## src/rtl/riscv_atomic_responder.sv

```systemverilog
// Responder for inter-core atomics: AMO/LR/SC read-modify-write on a shared memory port, plus reservations.
// Latency: RMW >= 5 cycles, SC 3 (hit) / 1 (miss), invalid request 1; one transaction in flight.
// Backpressure: req_ready_o only in IDLE; mem request held until granted, response held until consumed.
package riscv_config_pkg;
    localparam int HART_ID_WIDTH = 4;
    localparam int ADDR_WIDTH    = 32;
    localparam int XLEN          = 32;
    localparam int TAG_WIDTH     = 8;

    localparam logic [3:0] OP_ADD  = 4'd0;
    localparam logic [3:0] OP_AND  = 4'd1;
    localparam logic [3:0] OP_OR   = 4'd2;
    localparam logic [3:0] OP_XOR  = 4'd3;
    localparam logic [3:0] OP_MIN  = 4'd4;
    localparam logic [3:0] OP_MAX  = 4'd5;
    localparam logic [3:0] OP_MINU = 4'd6;
    localparam logic [3:0] OP_MAXU = 4'd7;
    localparam logic [3:0] OP_SWAP = 4'd8;
    localparam logic [3:0] OP_CAS  = 4'd9;
    localparam logic [3:0] OP_LR   = 4'd10;
    localparam logic [3:0] OP_SC   = 4'd11;

    typedef struct packed {
        logic                     valid;
        logic [HART_ID_WIDTH-1:0] hart_id;
        logic [TAG_WIDTH-1:0]     tag;
        logic [3:0]               op;
        logic [ADDR_WIDTH-1:0]    addr;
        logic [XLEN-1:0]          data;
        logic [XLEN-1:0]          compare_data;
    } atomic_req_t;

    typedef struct packed {
        logic                 valid;
        logic [TAG_WIDTH-1:0] tag;
        logic [XLEN-1:0]      old_data;
        logic [XLEN-1:0]      new_data;
        logic                 success;
        logic                 error;
    } atomic_rsp_t;
endpackage

module riscv_atomic_responder
    import riscv_config_pkg::*;
#(
    parameter int NUM_HARTS = 4
) (
    input  logic                  clk_i,
    input  logic                  rst_ni,
    input  atomic_req_t           req_i,
    output logic                  req_ready_o,
    output atomic_rsp_t           rsp_o,
    input  logic                  rsp_ready_i,
    output logic                  mem_req_o,
    output logic                  mem_we_o,
    output logic [ADDR_WIDTH-1:0] mem_addr_o,
    output logic [XLEN-1:0]       mem_wdata_o,
    input  logic                  mem_gnt_i,
    input  logic                  mem_rvalid_i,
    input  logic [XLEN-1:0]       mem_rdata_i,
    input  logic                  mem_err_i
);

    typedef enum logic [2:0] {
        S_IDLE,
        S_RD_REQ,
        S_RD_WAIT,
        S_WR_REQ,
        S_WR_WAIT,
        S_RSP
    } state_t;

    state_t state_q, state_d;

    logic [HART_ID_WIDTH-1:0] hart_q;
    logic [TAG_WIDTH-1:0]     tag_q;
    logic [3:0]               op_q;
    logic [ADDR_WIDTH-1:0]    addr_q;
    logic [XLEN-1:0]          data_q;
    logic [XLEN-1:0]          cmp_q;
    logic [XLEN-1:0]          old_q;
    logic [XLEN-1:0]          new_q;
    logic                     success_q;
    logic                     error_q;

    logic [NUM_HARTS-1:0]     rsv_vld;
    logic [ADDR_WIDTH-1:0]    rsv_addr [NUM_HARTS];

    logic                     bad_req;
    logic                     sc_hit;
    logic                     cas_match;
    logic [XLEN-1:0]          amo_result;

    always_comb begin
        bad_req = (req_i.addr[1:0] != 2'b00) || (req_i.op > OP_SC) ||
                  (int'(req_i.hart_id) >= NUM_HARTS);
        sc_hit  = 1'b0;
        for (int h = 0; h < NUM_HARTS; h++) begin
            if (int'(req_i.hart_id) == h && rsv_vld[h] && rsv_addr[h] == req_i.addr)
                sc_hit = 1'b1;
        end
    end

    assign cas_match = (mem_rdata_i == cmp_q);

    // SWAP and CAS both write the operand; CAS is gated by cas_match in the FSM
    always_comb begin
        amo_result = data_q;
        case (op_q)
            OP_ADD:  amo_result = mem_rdata_i + data_q;
            OP_AND:  amo_result = mem_rdata_i & data_q;
            OP_OR:   amo_result = mem_rdata_i | data_q;
            OP_XOR:  amo_result = mem_rdata_i ^ data_q;
            OP_MIN:  amo_result = ($signed(mem_rdata_i) < $signed(data_q)) ? mem_rdata_i : data_q;
            OP_MAX:  amo_result = ($signed(mem_rdata_i) > $signed(data_q)) ? mem_rdata_i : data_q;
            OP_MINU: amo_result = (mem_rdata_i < data_q) ? mem_rdata_i : data_q;
            OP_MAXU: amo_result = (mem_rdata_i > data_q) ? mem_rdata_i : data_q;
            default: amo_result = data_q;
        endcase
    end

    always_ff @(posedge clk_i or negedge rst_ni) begin
        if (!rst_ni) state_q <= S_IDLE;
        else         state_q <= state_d;
    end

    always_comb begin
        state_d = state_q;
        case (state_q)
            S_IDLE: begin
                if (req_i.valid) begin
                    if (bad_req)                state_d = S_RSP;
                    else if (req_i.op == OP_SC) state_d = sc_hit ? S_WR_REQ : S_RSP;
                    else                        state_d = S_RD_REQ;
                end
            end
            S_RD_REQ:  if (mem_gnt_i) state_d = S_RD_WAIT;
            S_RD_WAIT: begin
                if (mem_rvalid_i) begin
                    if (mem_err_i || op_q == OP_LR || (op_q == OP_CAS && !cas_match))
                        state_d = S_RSP;
                    else
                        state_d = S_WR_REQ;
                end
            end
            S_WR_REQ:  if (mem_gnt_i) state_d = S_WR_WAIT;
            S_WR_WAIT: if (mem_rvalid_i) state_d = S_RSP;
            S_RSP:     if (rsp_ready_i) state_d = S_IDLE;
            default:   state_d = S_IDLE;
        endcase
    end

    always_ff @(posedge clk_i or negedge rst_ni) begin
        if (!rst_ni) begin
            hart_q    <= '0;
            tag_q     <= '0;
            op_q      <= '0;
            addr_q    <= '0;
            data_q    <= '0;
            cmp_q     <= '0;
            old_q     <= '0;
            new_q     <= '0;
            success_q <= 1'b0;
            error_q   <= 1'b0;
        end else begin
            case (state_q)
                S_IDLE: begin
                    if (req_i.valid) begin
                        hart_q    <= req_i.hart_id;
                        tag_q     <= req_i.tag;
                        op_q      <= req_i.op;
                        addr_q    <= req_i.addr;
                        data_q    <= req_i.data;
                        cmp_q     <= req_i.compare_data;
                        old_q     <= '0;
                        new_q     <= '0;
                        success_q <= 1'b0;
                        error_q   <= 1'b0;
                        if (bad_req) begin
                            error_q <= 1'b1;
                        end else if (req_i.op == OP_SC) begin
                            // SC reports 0 in old_data on success and 1 on failure
                            if (sc_hit) begin
                                new_q     <= req_i.data;
                                success_q <= 1'b1;
                            end else begin
                                old_q <= XLEN'(1);
                                new_q <= XLEN'(1);
                            end
                        end
                    end
                end
                S_RD_WAIT: begin
                    if (mem_rvalid_i) begin
                        old_q <= mem_rdata_i;
                        new_q <= mem_rdata_i;
                        if (mem_err_i) begin
                            error_q <= 1'b1;
                        end else if (op_q == OP_LR) begin
                            success_q <= 1'b1;
                        end else if (!(op_q == OP_CAS && !cas_match)) begin
                            new_q     <= amo_result;
                            success_q <= 1'b1;
                        end
                    end
                end
                S_WR_WAIT: begin
                    if (mem_rvalid_i && mem_err_i) begin
                        error_q   <= 1'b1;
                        success_q <= 1'b0;
                    end
                end
                default: ;
            endcase
        end
    end

    // A hitting SC loses its reservation through the address-match clear on write completion
    always_ff @(posedge clk_i or negedge rst_ni) begin
        if (!rst_ni) begin
            rsv_vld <= '0;
            for (int h = 0; h < NUM_HARTS; h++) rsv_addr[h] <= '0;
        end else begin
            for (int h = 0; h < NUM_HARTS; h++) begin
                if (state_q == S_IDLE && req_i.valid && !bad_req && req_i.op == OP_SC &&
                    !sc_hit && int'(req_i.hart_id) == h)
                    rsv_vld[h] <= 1'b0;
                if (state_q == S_RD_WAIT && mem_rvalid_i && !mem_err_i && op_q == OP_LR &&
                    int'(hart_q) == h) begin
                    rsv_vld[h]  <= 1'b1;
                    rsv_addr[h] <= addr_q;
                end
                if (state_q == S_WR_WAIT && mem_rvalid_i && !mem_err_i && rsv_addr[h] == addr_q)
                    rsv_vld[h] <= 1'b0;
            end
        end
    end

    assign req_ready_o = (state_q == S_IDLE);
    assign mem_req_o   = (state_q == S_RD_REQ) || (state_q == S_WR_REQ);
    assign mem_we_o    = (state_q == S_WR_REQ);
    assign mem_addr_o  = addr_q;
    assign mem_wdata_o = new_q;

    always_comb begin
        rsp_o          = '0;
        rsp_o.valid    = (state_q == S_RSP);
        rsp_o.tag      = tag_q;
        rsp_o.old_data = old_q;
        rsp_o.new_data = new_q;
        rsp_o.success  = success_q;
        rsp_o.error    = error_q;
    end

endmodule
```

## config.mk

```make
export PLATFORM = sky130hd
export DESIGN_NAME = riscv_atomic_responder
export DESIGN_NICKNAME = d
export VERILOG_FILES = /design/src/rtl/riscv_atomic_responder.sv
export SDC_FILE = /design/constraint.sdc
export NUM_CORES = 1
export LEC_CHECK = 0
export ABC_AREA = 1
export BUFFER_PORTS_ARGS = -buffer_cell sky130_fd_sc_hd__buf_2
export CELL_PAD_IN_SITES_DETAIL_PLACEMENT = 1
export CELL_PAD_IN_SITES_GLOBAL_PLACEMENT = 1
export CORE_MARGIN = 2
export CORE_UTILIZATION = 35
export CTS_CLUSTER_DIAMETER = 100
export DETAILED_ROUTE_END_ITERATION = 8
export PLACE_DENSITY = 0.79
export SLEW_MARGIN = 20
export SYNTH_ARGS = -nofsm -noshare
export SYNTH_HDL_FRONTEND = slang
export SYNTH_SLANG_ARGS = --single-unit
```

## constraint.sdc

```tcl
create_clock -name clk_i -period 2.6 [get_ports clk_i]
set_input_delay 0.26 -clock clk_i [delete_from_list [all_inputs] [get_ports clk_i]]
set_output_delay 0.26 -clock clk_i [all_outputs]
set_load 0.02 [all_outputs]
```

==> results.tsv, run 1 <==
stage	metric	value	unit
clock_network	clk sinks	313	
status	status	finished with violations	
power_and_ir_drop	Pint	18.3	mW
synthesis	Yosys top cell area share	34.4	%
detailed_routing	DRC Markers	0	
sta	Peak Freq	348	MHz
clock_network	clk buf depth	3	
global_routing	GR Util All Layers	33.4	%
worst_hold_path	HP Class	in2reg	
worst_setup_path	critical path class	reg2reg	
worst_setup_path	critical-path maximum fanout	6	
synthesis	ys async rst share	100	%
synthesis	top_reg_cell synth	dfrtp_1	
die	Die X	259	um
worst_setup_path	critical path arrival	3.35	ns
synthesis	Yosys top cell by area	dfrtp_1	
power_and_ir_drop	leakage	15.0	nW
clock_network	CTS clk-pin slew, worst paths	0.06	ns
worst_setup_path	Crit. End Element	register	
synthesis	Post-Syn Instances	3292	
power_and_ir_drop	power share of the clock group	16.0	%
sta	final setup vio count	32	
detailed_routing	Avg WL per Cell	24.2	um
power_and_ir_drop	worst vdd ir	607	uV
worst_setup_path	crit-path max cell delay	0.40	ns
sta	Worst Skew	0.0278	ns
synthesis	syn_area_per_cell	6.92	um^2
layout	Seq. cell area	0.00784	mm^2
clock_network	Inserted Clock Buffers	39	
global_routing	initial antenna violation count	4	
detailed_routing	DRT iter0 DRCs	2392	
global_routing	vias in the first global route	28400	
placed_design	Post-DP Area	0.0274	mm^2
power_and_ir_drop	Pwr per Cell Area	1180	mW/mm^2
sta	RSZ-0062 raised after global routing	true	
synthesis	Synth top cells by count	nand2_1 (856), o21ai_0 (319), dfrtp_1 (313)	
sta	min cycle time layout	2.87	ns
worst_setup_path	CP cell instances	inv_2 > ha_4 > nor2_4 > inv_2 > nor2_4 > nand3_4 > nor3_4 > nand2_4 > buf_12 > nand3_4 > nand2_8 > buf_12 > clkbuf_16 > nand3_4 > nand2_2 > nor2_2 > nand3_2 > a21oi_2 > nor2_2	
power_and_ir_drop	combinational share of power	62.6	%
layout	area of the multi-input gates	0.0138	mm^2
synthesis	Area contributors post-synth	dfrtp_1 (34%), nand2_1 (14%), o21ai_0 (7.0%), nand3_1 (6.1%), ha_1 (5.3%)	
sta	Slew Limit Fails	0	
layout	Final Non-Filler Cells	4772	
synthesis	sequential area share after synthesis	34.4	%
placed_design	Detail Placement HPWL	82200	um
die	die area	0.0672	mm^2
die	chip height	259	um
clock_network	TritonCTS clock tree	yes	
synthesis	Mapped Area	0.0228	mm^2
placed_design	GPL Wtd Cong	1.02	
placed_design	# port buffers	292	
global_routing	first-pass GRT wire length	172000	um
sta	Tcrit/Tclk final	110	%
sta	Hold Fails Final Rpt	0	
sta	slew at the pin with the worst max-slew slack	0.760	ns
power_and_ir_drop	net switching power	18.3	mW
die	Core ar.	0.0645	mm^2
die	row count	93	
job	Max Cap Viol	0	
synthesis	Yosys warnings	0	
worst_setup_path	CP max stage cell	dfrtp_1	
detailed_routing	first drt pass iteration count	5	
die	I/O pins	293	
detailed_routing	total number of vias	27100	
global_routing	largest net degree at the start of global routing	91	
sta	Max-slew headroom	49.3	%
worst_setup_path	Data required, critical path	3.08	ns
clock_network	worst-skew pair later-pin latency	0.60	ns
clock_network	CTS H-tree depth	2	
layout	fill count	8162	
worst_setup_path	most used cell, CP	nand3_4	
synthesis	Yosys cell types	49	
worst_setup_path	CP Launch Type	register	
synthesis	Post-Syn Nets	3540	
layout	layout cell share with drive strength beyond 1	24.4	%
power_and_ir_drop	Total Power	36.6	mW
die	Initial Utilization	35.4	%
clock_network	Root Buffer	clkbuf_16	
global_routing	grt ovf	0	
power_and_ir_drop	sequential share of power	21.4	%
detailed_routing	Routed Antenna Nets	0	
detailed_routing	DR vias/cell	5.68	
synthesis	Post-synth EDFFs	0	
layout	Final Cell Area	0.0311	mm^2
placed_design	placed insts	4575	
sta	PnR worst setup slack	-0.270	ns
status	violated checks	negative setup slack	
synthesis	most frequent cell after synthesis	nand2_1	
power_and_ir_drop	Switching Fraction	50.1	%
layout	Area Overhead vs Synth	36.3	%
layout	final net count	4134	
synthesis	Seq cells post-synth	313	
detailed_routing	Post-Route WL	116000	um
[power by group through the flow]
stage | Combinational, mW | Sequential (mW) | Clock [mW]
global route | 24.4 | 7.97 | 6.09
detailed placement | 19.4 | 7.79 | 0
CTS | 20.8 | 7.75 | 5.91
floorplan | 10.7 | 8.04 | 0
global placement | 18.9 | 7.73 | 0
finish | 22.9 | 7.83 | 5.84
[cell type report]
type	count	area share [%]
Multi-Input combinational cell	2476	44.4
Sequential cell	313	25.2
Timing Repair Buffer	774	19.2
Tap cell	855	3.44
Inverter	282	3.42
Clock buffer	47	3.40
Clock inverter	24	0.902
Antenna cell	1	0.00806
[flip-flops by register name (all words and copies together), names as in the netlist, 8 cells and up]
name / count
rsv_addr: 128
cmp_q: 32
data_q: 32
mem_addr_o: 32
mem_wdata_o: 32
old_q: 32
tag_q: 8
[path summary, 6_finish.rpt]
| path | slack [ns] | from | end | cells past startpoint |
|---|---|---|---|---|
| worst max-delay path | -0.27 | data_q[30]$_DFFE_PN0P_ | mem_wdata_o[24]$_DFFE_PN0P_ | 19 |
| worst min-delay path | 0.02 | req_i[110] | hart_q[2]$_DFFE_PN0P_ | 3 |
| worst max register to register | -0.27 | data_q[30]$_DFFE_PN0P_ | mem_wdata_o[24]$_DFFE_PN0P_ | 19 |
| worst min register to register | 0.48 | old_q[15]$_DFFE_PN0P_ | old_q[15]$_DFFE_PN0P_ | 2 |
| max in group asynchronous | 1.39 | rst_ni | mem_addr_o[21]$_DFFE_PN0P_ | 3 |
| min in group asynchronous | 0.20 | rst_ni | old_q[3]$_DFFE_PN0P_ | 2 |
[through the flow]
stage	utilization, %	hold slack, ns	setup slack (ns)	TNS [ns]
final	48.2	0.0157	-0.270	-5.68
after global routing	48.2	0.0324	-0.359	-9.20
after CTS	47.1	0.00325	-0.122	-1.62
after detailed placement	42.5	0.311	-0.398	-9.88
after global placement	42.5	0.301	-0.250	-6.88
after floorplan	-	-0.0356	0.0301	0
[routing by layer]
metal  GRT usage [%]  up-vias  share of wire (%)
li1                -    12000                  -
met1            40.0    13300                 38
met2            56.2     1353                 48
met3            6.00      449                7.9
met4            19.7        6                6.4
met5               0        -              0.040
[worst max-delay path: cells and delay by family, from the launching register on]
| family | cells | cell delay [ns] |
|---|---|---|
| fa+ha+maj | 1 | 0.21 |
| flops | 1 | 0.40 |
| buf+inv | 5 | 0.61 |
| simple gates | 12 | 1.32 |
| compound gates | 1 | 0.17 |
[cells by family after synthesis]
logic type	share of synthesized area [%]
simple gates	29.0
buf+inv	9.10
xor+xnor	6.69
fa+ha+maj	5.36
flops	34.4
compound gates	15.5
[cells in the final DEF (no fill, tap or decap), types with 88 or more instances in the layout]
master         synthesis  routed
nand2_1              856     832
buf_4                 44     334
o21ai_0              319     312
dfrtp_1              313     311
buf_2                 15     291
inv_1                270     249
nand3_1              279     246
nor2_1               268     240
a21oi_1              179     153
xor2_1                92      92
dlygate4sd3_1          0      88
[repair_timing]
item	4_1_cts	5_1_grt
resized for setup	118	118
hold buffers	88	0
buffers inserted	16	18
setup endpoints to repair	34	58
pin swaps	39	61
cloned	3	3
hold endpoints to repair	147	0
Power figures use the tool's default switching activity.
==> run 2: changes to the inputs <==
--- a/config.mk
+++ b/config.mk
@@ -5,7 +5,6 @@
 export SDC_FILE = /design/constraint.sdc
 export NUM_CORES = 1
 export LEC_CHECK = 0
-export ABC_AREA = 1
 export BUFFER_PORTS_ARGS = -buffer_cell sky130_fd_sc_hd__buf_2
 export CELL_PAD_IN_SITES_DETAIL_PLACEMENT = 1
 export CELL_PAD_IN_SITES_GLOBAL_PLACEMENT = 1
@@ -13,7 +12,7 @@
 export CORE_UTILIZATION = 35
 export CTS_CLUSTER_DIAMETER = 100
 export DETAILED_ROUTE_END_ITERATION = 8
-export PLACE_DENSITY = 0.79
+export PLACE_DENSITY = 0.75
 export SLEW_MARGIN = 20
 export SYNTH_ARGS = -nofsm -noshare
 export SYNTH_HDL_FRONTEND = slang
==> results.tsv, run 2 <==
stage	metric	value	unit
worst_setup_path	Data required, critical path	3.06	ns
worst_hold_path	HP Class	in2reg	
layout	Area Overhead vs Synth	44.4	%
worst_setup_path	critical path arrival	3.90	ns
worst_setup_path	Crit. End Element	register	
sta	Max-slew headroom	46.9	%
die	die area	0.0607	mm^2
die	Initial Utilization	35.5	%
synthesis	Yosys warnings	0	
power_and_ir_drop	worst vdd ir	731	uV
detailed_routing	Avg WL per Cell	26.2	um
synthesis	post-synthesis adder-cell area fraction	5.94	%
clock_network	Inserted Clock Buffers	41	
detailed_routing	DRC Markers	0	
layout	final net count	3083	
sta	Fin Setup TNS	-25.50	ns
synthesis	Post-Syn Nets	2346	
status	status	finished with violations	
synthesis	Yosys top cell by area	dfrtp_1	
synthesis	Area contributors post-synth	dfrtp_1 (38%), mux2_2 (11%), xor2_1 (6.7%), xnor2_1 (6.1%), ha_1 (5.8%)	
global_routing	initial antenna violation count	3	
synthesis	ys async rst share	100	%
layout	most frequent cells in the layout	buf_4 (473), dfrtp_1 (313), buf_2 (291), mux2_2 (206), xor2_1 (152)	
global_routing	first-pass GRT wire length	140000	um
sta	RSZ-0062 raised after global routing	true	
layout	fill count	6553	
sta	PnR worst setup slack	-0.843	ns
placed_design	GPL Wtd Cong	0.964	
clock_network	CTS H-tree depth	2	
layout	Final Non-Filler Cells	3634	
global_routing	vias in the first global route	22200	
clock_network	TritonCTS clock tree	yes	
clock_network	clk buf depth	3	
placed_design	placed insts	3452	
status	violated checks	negative setup slack	
sta	final setup vio count	40	
sta	Hold Fails Final Rpt	0	
clock_network	CTS clk-pin slew, worst paths	0.06	ns
synthesis	Mapped Area	0.0205	mm^2
synthesis	xor and xnor area share after synthesis	12.7	%
synthesis	top_reg_cell synth	dfrtp_1	
synthesis	sequential area share after synthesis	38.1	%
sta	Peak Freq	290	MHz
die	Die X	246	um
clock_network	worst-skew pair later-pin latency	0.59	ns
sta	Worst Skew	0.0296	ns
placed_design	# port buffers	292	
synthesis	Synth top cells by count	dfrtp_1 (313), mux2_2 (206), xor2_1 (157)	
power_and_ir_drop	Pwr per Cell Area	1130	mW/mm^2
worst_setup_path	CP Launch Type	register	
die	Core ar.	0.0579	mm^2
clock_network	Root Buffer	clkbuf_16	
synthesis	largest family of logic cells by synthesized area	compound AO/OA/AOI/OAI gates	
power_and_ir_drop	leakage	14.0	nW
placed_design	Detail Placement HPWL	68500	um
job	Max Cap Viol	0	
sta	min cycle time layout	3.44	ns
worst_hold_path	WHS Path Cells	2	
layout	Largest Register	rsv_addr	
layout	layout cell share with drive strength beyond 1	43.3	%
synthesis	most frequent cell after synthesis	dfrtp_1	
synthesis	Yosys top cell area share	38.1	%
detailed_routing	DRT iter0 DRCs	1416	
worst_setup_path	FF-to-FF Start	data_q[15]$_DFFE_PN0P_	
worst_setup_path	r2r endpoint	mem_wdata_o[24]$_DFFE_PN0P_	
clock_network	clk sinks	313	
global_routing	GR Util All Layers	30.6	%
synthesis	multiplexer share of the synthesized area	12.1	%
worst_setup_path	r2r worst-path depth	14	
layout	commonest non-fill, non-tap cell in the layout	buf_4	
detailed_routing	Post-Route WL	95100	um
die	I/O pins	293	
sta	Tcrit/Tclk final	132	%
global_routing	grt ovf	0	
worst_hold_path	Hold EP	mem_addr_o[27]$_DFFE_PN0P_	
die	row count	88	
worst_setup_path	Reg2Reg Setup Slack	-0.84	ns
synthesis	Post-Syn Instances	2098	
layout	max reg flops	128	
detailed_routing	Routed Antenna Nets	0	
worst_setup_path	critical path class	reg2reg	
synthesis	Synth Area in Simple Gates	10.5	%
synthesis	Post-synth EDFFs	0	
global_routing	largest net degree at the start of global routing	83	
synthesis	Yosys cell types	71	
synthesis	Seq cells post-synth	313	
sta	slew at the pin with the worst max-slew slack	0.794	ns
worst_setup_path	critical-path maximum fanout	5	
synthesis	syn_area_per_cell	9.79	um^2
die	chip height	246	um
detailed_routing	total number of vias	20400	
detailed_routing	first drt pass iteration count	5	
detailed_routing	DR vias/cell	5.62	
synthesis	Synth Area in Compound Gates	14.5	%
sta	Slew Limit Fails	0	
worst_hold_path	worst hold start	req_i[91]	
-- run 2: cell types whose count changed in the layout (fill, tap and decap cells not counted), sizes merged, moves of 177 or more --
cell / change
o21ai: -231
nand3: -261
mux2: +210
nand2: -709
nor2: -177
inv: -192
-- run 2: kinds of logic (layout without fill, tap and decap cells) --
group | count (synthesis) | count (layout)
compound gates | 438 | 438
xor+xnor | 299 | 299
fa+ha+maj | 97 | 97
buf+inv | 287 | 1053
flops | 313 | 313
mux | 221 | 224
other cells | 0 | 2
simple gates | 443 | 443
-- run 2: critical path: stages, from the launching register on --
cell and delay, ns:
dfrtp_1 0.39, inv_2 0.10, ha_4 0.22, nor4_4 0.29, buf_4 0.18, nand4_1 0.17
a21oi_2 0.23, o41ai_4 0.12, nand2_2 0.16, xnor2_4 0.15, buf_6 0.14, mux2_4 0.39
or2_4 0.36, a221oi_4 0.31, nor3_2 0.08
-- run 2: what timing repair did --
action | CTS | global route
endpoints found under the hold margin | 122 | 0
gates resized for setup | 99 | 72
hold buffers | 78 | 0
gates cloned | 4 | 0
endpoints found under the setup margin | 38 | 40
pin swaps | 49 | 49
buffers inserted | 17 | 13
-- run 2: worst max path at each step --
stage / from / endpoint
after floorplan: data_q[9]$_DFFE_PN0P_ / mem_wdata_o[20]$_DFFE_PN0P_
after global placement: mem_rdata_i[13] / mem_wdata_o[11]$_DFFE_PN0P_
after detailed placement: mem_rdata_i[9] / mem_wdata_o[16]$_DFFE_PN0P_
after CTS: data_q[13]$_DFFE_PN0P_ / mem_wdata_o[8]$_DFFE_PN0P_
after global routing: data_q[30]$_DFFE_PN0P_ / mem_wdata_o[24]$_DFFE_PN0P_
final: data_q[15]$_DFFE_PN0P_ / mem_wdata_o[24]$_DFFE_PN0P_
-- run 2: cell type report --
class | instances | area [um^2] | area share [%]
antenna | 2 | 5.00 | 0.0169
clock buffer | 59 | 1180 | 3.99
clock inverter | 16 | 269 | 0.907
inverter | 89 | 334 | 1.13
multi-input combinational | 1501 | 12600 | 42.3
sequential | 313 | 7830 | 26.4
tap | 765 | 957 | 3.23
timing repair buffer | 889 | 6530 | 22.0
-- run 2: where the power goes --
part           internal, mW  leakage, nW  switching, mW
clock network          3.78        0.704           2.46
registers              6.22         4.07           1.69
logic                  8.41         9.24           11.1
total                  18.4         14.0           15.2
-- run 2: per-stage QoR --
step           setup WS [ns]  instance area (um^2)  hold WS, ns  power [mW]  util [%]
5_1_grt               -0.912                 29700       0.0279        35.1      51.2
3_5_place_dp           -1.01                 26300        0.223        24.9      45.4
4_1_cts               -0.834                 29300      0.00182        32.7      50.5
3_3_place_gp          -0.938                 26300        0.218        24.4      45.4
6_report              -0.843                 29700       0.0340        33.6      51.2
2_1_floorplan         -0.474                 20800      -0.0356        17.4         -
-- run 2: metal layers --
metal | GRT usage (%) | wire, um | vias up
met5 | 0 | 13 | -
met4 | 17.5 | 6350 | 2
met3 | 4.53 | 5250 | 297
met2 | 53.9 | 47300 | 866
met1 | 35.3 | 36200 | 10400
li1 | - | - | 8886
==> run 3: changes to the inputs <==
==> constraint.sdc (replaced) <==
create_clock -name clk_i -period 2.6 [get_ports clk_i]
set_input_delay 0.13 -clock clk_i [delete_from_list [all_inputs] [get_ports clk_i]]
set_output_delay 0.13 -clock clk_i [all_outputs]
set_load 0.02 [all_outputs]
==> results.tsv, run 3 (synthesis gave the netlist of run 2 again) <==
stage	metric	value	unit
detailed_routing	total number of vias	20500	
layout	fill count	6456	
worst_setup_path	CP Launch Type	register	
sta	Max-slew headroom	37.2	%
worst_setup_path	CP cell instances	inv_2 > ha_4 > nor4_4 > nand4_1 > or4_4 > and3_4 > mux2_4 > buf_6 > a2111oi_4 > o211ai_1 > o22a_1	
die	chip height	246	um
worst_setup_path	Crit. End Element	register	
status	status	finished with violations	
sta	Peak Freq	287	MHz
sta	PnR worst setup slack	-0.880	ns
power_and_ir_drop	Switching Fraction	46.2	%
detailed_routing	DR vias/cell	5.60	
power_and_ir_drop	sequential share of power	24.1	%
sta	final setup vio count	37	
worst_setup_path	crit-path max cell delay	0.54	ns
power_and_ir_drop	power share of the clock group	17.2	%
worst_setup_path	critical path arrival	3.95	ns
detailed_routing	first drt pass iteration count	6	
sta	Worst Skew	0.0231	ns
die	I/O pins	293	
sta	min cycle time layout	3.48	ns
worst_setup_path	CP max stage cell	or4_4	
die	die area	0.0607	mm^2
global_routing	first-pass GRT wire length	141000	um
sta	RSZ-0062 raised after global routing	true	
sta	Hold Fails Final Rpt	0	
global_routing	largest net degree at the start of global routing	76	
layout	Core Util, Final	51.8	%
placed_design	Detail Placement HPWL	68900	um
detailed_routing	Avg WL per Cell	26.4	um
clock_network	clk sinks	313	
layout	max reg flops	128	
power_and_ir_drop	Pwr per Cell Area	1100	mW/mm^2
power_and_ir_drop	combinational share of power	58.7	%
worst_setup_path	critical-path maximum fanout	8	
clock_network	CTS H-tree depth	2	
layout	commonest non-fill, non-tap cell in the layout	buf_4	
sta	Slew Limit Fails	0	
status	violated checks	negative setup slack	
sta	Tcrit/Tclk final	134	%
clock_network	CTS clk-pin slew, worst paths	0.06	ns
worst_setup_path	Data required, critical path	3.07	ns
placed_design	GPL Wtd Cong	0.971	
global_routing	grt ovf	0	
layout	Largest Register	rsv_addr	
detailed_routing	Routed Antenna Nets	0	
detailed_routing	Post-Route WL	96900	um
worst_setup_path	critical path class	reg2reg	
power_and_ir_drop	Pint	17.7	mW
global_routing	GR Util All Layers	31.0	%
clock_network	Inserted Clock Buffers	40	
layout	Final Cell Area	0.0300	mm^2
sta	slew at the pin with the worst max-slew slack	0.936	ns
detailed_routing	DRC Markers	0	
placed_design	Post-DP Area	0.0263	mm^2
clock_network	TritonCTS clock tree	yes	
worst_hold_path	HP Class	in2reg	
die	Initial Utilization	35.5	%
layout	Area Overhead vs Synth	45.9	%
global_routing	initial antenna violation count	8	
die	Core ar.	0.0579	mm^2
clock_network	clk buf depth	3	
job	Max Cap Viol	0	
placed_design	# port buffers	292	
clock_network	worst-skew pair later-pin latency	0.58	ns
layout	layout cell share with drive strength beyond 1	42.7	%
power_and_ir_drop	leakage	14.1	nW
clock_network	Root Buffer	clkbuf_16	
power_and_ir_drop	net switching power	15.2	mW
layout	most frequent cells in the layout	buf_4 (467), dfrtp_1 (312), buf_2 (291), mux2_2 (206), xor2_1 (150)	
worst_setup_path	Reg2Reg Setup Slack	-0.88	ns
die	Die X	246	um
die	row count	88	
global_routing	vias in the first global route	22300	
layout	final net count	3119	
power_and_ir_drop	worst vdd ir	797	uV
detailed_routing	DRT iter0 DRCs	1351	
[run 3: final timing paths]
path	from	depth (start not counted)	endpoint
min in group asynchronous	rst_ni	2	mem_wdata_o[7]$_DFFE_PN0P_
max in group asynchronous	rst_ni	3	tag_q[7]$_DFFE_PN0P_
min reg2reg	old_q[11]$_DFFE_PN0P_	2	old_q[11]$_DFFE_PN0P_
min	req_i[91]	3	mem_addr_o[27]$_DFFE_PN0P_
max reg2reg	data_q[14]$_DFFE_PN0P_	11	mem_wdata_o[21]$_DFFE_PN0P_
max	data_q[14]$_DFFE_PN0P_	11	mem_wdata_o[21]$_DFFE_PN0P_
[run 3: metal layers]
| metal | share of wire, % | global-route usage (%) |
|---|---|---|
| met1 | 37 | 34.9 |
| met2 | 50 | 54.4 |
| met3 | 6.2 | 5.13 |
| met4 | 7.2 | 19.6 |
| met5 | 0.020 | 0 |
[run 3: cell type report]
class	instances	area, um^2	area share, %
clock inverter	12	100	0.334
clock buffer	61	1180	3.94
tap	765	957	3.19
multi-input combinational	1499	12600	42.0
sequential	313	7830	26.1
inverter	89	334	1.11
timing repair buffer	928	6960	23.2
antenna	5	12.5	0.0417
[run 3: stage by stage]
step	power (mW)	setup slack (ns)	cells	setup TNS, ns	hold WS, ns
3_5_place_dp	24.9	-0.989	3443	-28.57	0.155
3_3_place_gp	24.3	-0.874	3443	-24.79	0.154
4_1_cts	31.7	-0.894	3653	-23.90	0.00178
2_1_floorplan	17.4	-0.474	2098	-12.31	-0.166
6_report	32.9	-0.880	3672	-23.50	0.00234
5_1_grt	34.4	-0.995	3671	-27.45	0.0109
[run 3: worst max-delay path, delay by kind of cell, from the launching register on]
family | cells | cell delay [ns]
buffers and inverters | 2 | 0.25
muxes | 1 | 0.40
adders and majority gates | 1 | 0.22
DFF | 1 | 0.40
and+or+nand+nor | 4 | 1.32
AOI/OAI and AO/OA | 3 | 0.78
[run 3: power groups by stage]
stage          Sequential (mW)  Clock [mW]  Combinational [mW]
6_report                  7.94        5.66                19.3
5_1_grt                   8.10        5.91                20.4
4_1_cts                   7.85        5.71                18.1
3_5_place_dp              7.90           0                17.0
3_3_place_gp              7.75           0                16.6
2_1_floorplan             7.97           0                9.42
[run 3: repair_timing]
item                                   in CTS  in global routing
setup endpoints to repair                  39                104
hold buffers                              126                  0
resized for setup                          95                 79
pin swaps                                  63                 64
buffers inserted                           10                 17
cloned                                      2                  0
endpoints found under the hold margin     216                  0
